`src/rtl/fetch_unit.sv`:
```
// Program-counter and fetch-control stage at the head of IF.
// Drives a 1-cycle-latency instruction memory and pairs each returned word with its PC.
module fetch_unit #(
    parameter logic [31:0] RESET_PC  = 32'h0000_0000,
    parameter logic [31:0] NOP_INSTR = 32'h0000_0013
) (
    input  logic        clk,
    input  logic        rst,
    input  logic        stall_i,
    input  logic        redirect_valid_i,
    input  logic [31:0] redirect_pc_i,
    input  logic        halt_i,
    output logic [31:0] imem_addr_o,
    input  logic [31:0] imem_rdata_i,
    output logic        if_valid_o,
    output logic [31:0] if_pc_o,
    output logic [31:0] if_instr_o,
    output logic        if_fault_o,
    output logic [31:0] fetch_count_o
);

    typedef enum logic [1:0] {
        BOOT,
        RUN,
        HALTED
    } state_e;

    state_e      state_q, state_d;
    logic [31:0] pcF_q, pcF_d;
    logic        faultF_q, faultF_d;
    logic [31:0] fetchCount_q, fetchCount_d;
    logic [31:0] nextAddr;
    logic        accept;

    // Re-issuing pcF_q while held makes the memory re-present the same word.
    always_comb begin
        nextAddr = pcF_q + 32'd4;
        if (redirect_valid_i) begin
            nextAddr = {redirect_pc_i[31:2], 2'b00};
        end else if ((state_q != RUN) || stall_i) begin
            nextAddr = pcF_q;
        end
    end

    assign imem_addr_o   = rst ? RESET_PC : nextAddr;
    assign if_valid_o    = (state_q == RUN) && !redirect_valid_i;
    assign if_pc_o       = pcF_q;
    assign if_instr_o    = faultF_q ? NOP_INSTR : imem_rdata_i;
    assign if_fault_o    = faultF_q && if_valid_o;
    assign fetch_count_o = fetchCount_q;
    assign accept        = if_valid_o && !stall_i;

    always_comb begin
        pcF_d        = nextAddr;
        faultF_d     = faultF_q;
        fetchCount_d = fetchCount_q;
        state_d      = state_q;
        if (redirect_valid_i) begin
            faultF_d = (redirect_pc_i[1:0] != 2'b00);
        end
        if (accept) begin
            fetchCount_d = fetchCount_q + 32'd1;
        end
        // A redirect wins over halt and stall in every state.
        if (redirect_valid_i) begin
            state_d = RUN;
        end else begin
            case (state_q)
                BOOT:    state_d = RUN;
                RUN:     state_d = halt_i ? HALTED : RUN;
                HALTED:  state_d = HALTED;
                default: state_d = BOOT;
            endcase
        end
    end

    always_ff @(posedge clk or posedge rst) begin
        if (rst) begin
            state_q      <= BOOT;
            pcF_q        <= RESET_PC;
            faultF_q     <= 1'b0;
            fetchCount_q <= 32'd0;
        end else begin
            state_q      <= state_d;
            pcF_q        <= pcF_d;
            faultF_q     <= faultF_d;
            fetchCount_q <= fetchCount_d;
        end
    end

endmodule

```
`config.mk`:
```
export PLATFORM = sky130hd
export DESIGN_NAME = fetch_unit
export DESIGN_NICKNAME = d
export VERILOG_FILES = /design/src/rtl/fetch_unit.sv
export SDC_FILE = /design/constraint.sdc
export NUM_CORES = 1
export LEC_CHECK = 0
export CORE_ASPECT_RATIO = 1.75
export CORE_UTILIZATION = 45
export CTS_BUF_LIST = sky130_fd_sc_hd__clkbuf_8
export CTS_CLUSTER_SIZE = 24
export DETAILED_ROUTE_END_ITERATION = 12
export HOLD_SLACK_MARGIN = 0.15
export PLACE_DENSITY_LB_ADDON = 0.25
export SYNTH_ARGS = -nofsm -noshare
export SYNTH_HDL_FRONTEND = slang
export SYNTH_SLANG_ARGS = --single-unit
```
`constraint.sdc`:
```
create_clock -name clk -period 9.33 [get_ports clk]
set_clock_uncertainty 0.15 [all_clocks]
set_input_delay 1.866 -clock clk [delete_from_list [all_inputs] [get_ports clk]]
set_output_delay 1.866 -clock clk [all_outputs]
set_load 0.03 [all_outputs]
```
==> flow_summary.toml <==
[run_status]
status = "finished clean"

[power_and_ir_drop]
peakVddDrop_v = 0.0000951
p_per_area_nw_per_um2 = 145
p_leak_nw = 2.53

[placed_design]
place_congestion = 1.00
pre_cts_ws_ns = 2.30
dp_hpwl_um = 11000
port-buffer-count = 198

[setup_path]
worstSetupPathType = "primary input to primary output"
critPathMaxStageDelay_ns = 0.84
crit_required_ns = 7.31
crit_path_top_delay_cell = "clkinv_1"
cp_cell_sequence = "clkdlybuf4s50_1, buf_4, clkinv_1, buf_4, a311oi_1, clkdlybuf4s50_1"
crit_fanout = 42
worstSetupEndpointType = "primary output"
arrival_ns = 5.14
critPathLaunchType = "primary input"

[synthesis]
synth.distinct_cells = 50
syn-instance-count = 461
synth-edff-count = 0
ys_ff_latch = 67
yosys-top-cells-area = "dfrtp_1 (41%), nor2b_1 (5.2%), xor2_1 (4.9%), xnor2_1 (3.8%), nand4_1 (3.7%)"
synth_area_um2 = 4100
ys_seq_area_share_pct = 40.9
synth_top_cell_by_area = "dfrtp_1"
avgSynthCellArea_um2 = 8.89
async_reset_ff_share_pct = 100
synth_warnings = 0
synth_flop_cell = "dfrtp_1"
syn_nets = 532
synth_top_area_share_pct = 40.9

[clock_tree]
clk_latency_ns = 0.35
hold_buffers = 0
cts-htree-levels = 3
post_cts_buffers = 0
cts_tree = "built"
cts_sinks = 67
clk_path_buf_depth = 2
cts_root_buf = "clkbuf_8"
cts_resized = 0
cts.clk_slew.worst_paths_ns = 0.07
cts-buffers-inserted = 9

[finish]
layout.nets = 720
layout.cells.most_common = "clkdlybuf4s50_1"
fin_util_pct = 73.0
n_antenna_cell = 0
area_growth_pct = 55.5
drive_above_1_share_pct = 5.35
final_cell_mix = "clkdlybuf4s50_1 (198), dfrtp_1 (67), nor2_1 (36)"

[routing]
drc = 0
drtIter0Drc = 216
wl_per_cell_um = 18.8
wl_um = 14500
drt_pass1_iterations = 5
viasPerCell = 5.82
vias = 4488
postRouteAntennaNets = 0

[sta]
fin_crit_ns = 7.16
setup-tns-final_ns = 0
report.final.hold_viol_count = 0
setup_ws_ns = 2.17
max_freq_mhz = 140
fin_hold_ws_ns = 0.318
drv_slew = 0
max_slew.worst_pin.slew_ns = 0.942
max_slew_margin_pct = 37.2
setup_viol = 0
rsz0062_at_grt = "false"
min_period_over_period_pct = 76.7

[floorplanning]
dieArea_um2 = 9510
die_height_um = 128
io_pins = 199
start_util_pct = 47.0
coreArea_um2 = 8730
fp-row-count = 45
die_w_um = 74.1

[global_routing]
overflow = 0
antenna_found_initial = 0
grt_pass1_wl_um = 21800
grt_max_degree = 43
track_usage_pct = 30.8
grt_pass1_vias = 4355

[job]
drv_cap = 0

[worst_hold_path]
hold_class = "flip-flop to flip-flop"
## cells by family (layout without fill, tap and decap cells)
| logic type | after synthesis | in the layout | share of synthesized area, % |
|---|---|---|---|
| AO/OA/AOI/OAI | 74 | 74 | 12.6 |
| flip-flops | 67 | 67 | 40.9 |
| XOR/XNOR | 41 | 41 | 8.76 |
| adder cells (fa/ha/maj) | 2 | 2 | 0.611 |
| buffers and inverters | 39 | 232 | 3.79 |
| multiplexers | 3 | 3 | 0.763 |
| AND/OR/NAND/NOR | 235 | 235 | 32.5 |
## state kept, by name, indices dropped and copies added, names as in the netlist
signal	cells
if_pc_o	32
state_q	2
faultF_q	1
fetch_count_o	32
## report_power, final
part	internal (mW)	switching [mW]	leakage (nW)	total, mW
logic	0.136	0.177	1.61	0.313
registers	0.315	0.0470	0.816	0.362
clock network	0.131	0.118	0.102	0.248
## cell type report
type	instances	area, um2
clock inverter	6	65.1
fill	676	2350
sequential	67	1680
tap	117	146
clock buffer	10	138
multi-input combinational	355	2270
inverter	11	41.3
timing repair buffer	205	2030
## critical path, delay by kind of cell
family | cells | cell delay, ns
buf+inv | 5 | 2.92
compound gates | 1 | 0.32
## through the flow
step | instances | area (um2) | power (mW)
2_1_floorplan | 461 | 4100 | 0.524
3_3_place_gp | 755 | 6170 | 0.675
3_5_place_dp | 755 | 6170 | 0.678
4_1_cts | 771 | 6370 | 0.930
5_1_grt | 771 | 6370 | 0.960
6_report | 771 | 6370 | 0.924
## path summary, 6_finish.rpt
| check | from | to | slack [ns] | depth (start not counted) |
|---|---|---|---|---|
| max in group asynchronous | rst | fetch_count_o[21] | 6.34 | 4 |
| hold / removal | fetch_count_o[31] | fetch_count_o[31] | 0.32 | 1 |
| setup / recovery | redirect_valid_i | imem_addr_o[13] | 2.17 | 6 |
| setup reg to reg | state_q[1] | if_pc_o[26] | 6.79 | 4 |
| min in group asynchronous | rst | if_pc_o[27] | 1.94 | 3 |
| hold reg to reg | fetch_count_o[31] | fetch_count_o[31] | 0.32 | 1 |
## synth_stat cells, drive strengths merged, types with 2 or more instances
library cell	n
and2	7
buf	3
nand3	21
o31ai	7
mux2i	2
nand3b	2
o21ai	6
or3b	2
or3	2
ha	2
nor2b	34
or4	10
inv	10
a21oi	15
clkbuf	25
xor2	23
a211oi	10
nor2	36
xnor2	18
a311oi	12
a22oi	3
nor4	15
nor3b	3
and3	9
nand4	24
nor3	17
o31a	2
and4	15
dfrtp	67
or2	4
a31oi	10
nand2	31
## per-layer routing
| layer | up-vias | track usage (%) | part of all wire, % |
|---|---|---|---|
| li1 | 2089 | - | - |
| met1 | 2124 | 35.2 | 38 |
| met2 | 242 | 52.4 | 52 |
| met3 | 33 | 7.78 | 7.6 |
| met4 | 0 | 14.1 | 2.8 |
| met5 | - | 0 | 0 |
Power figures use the tool's default switching activity.
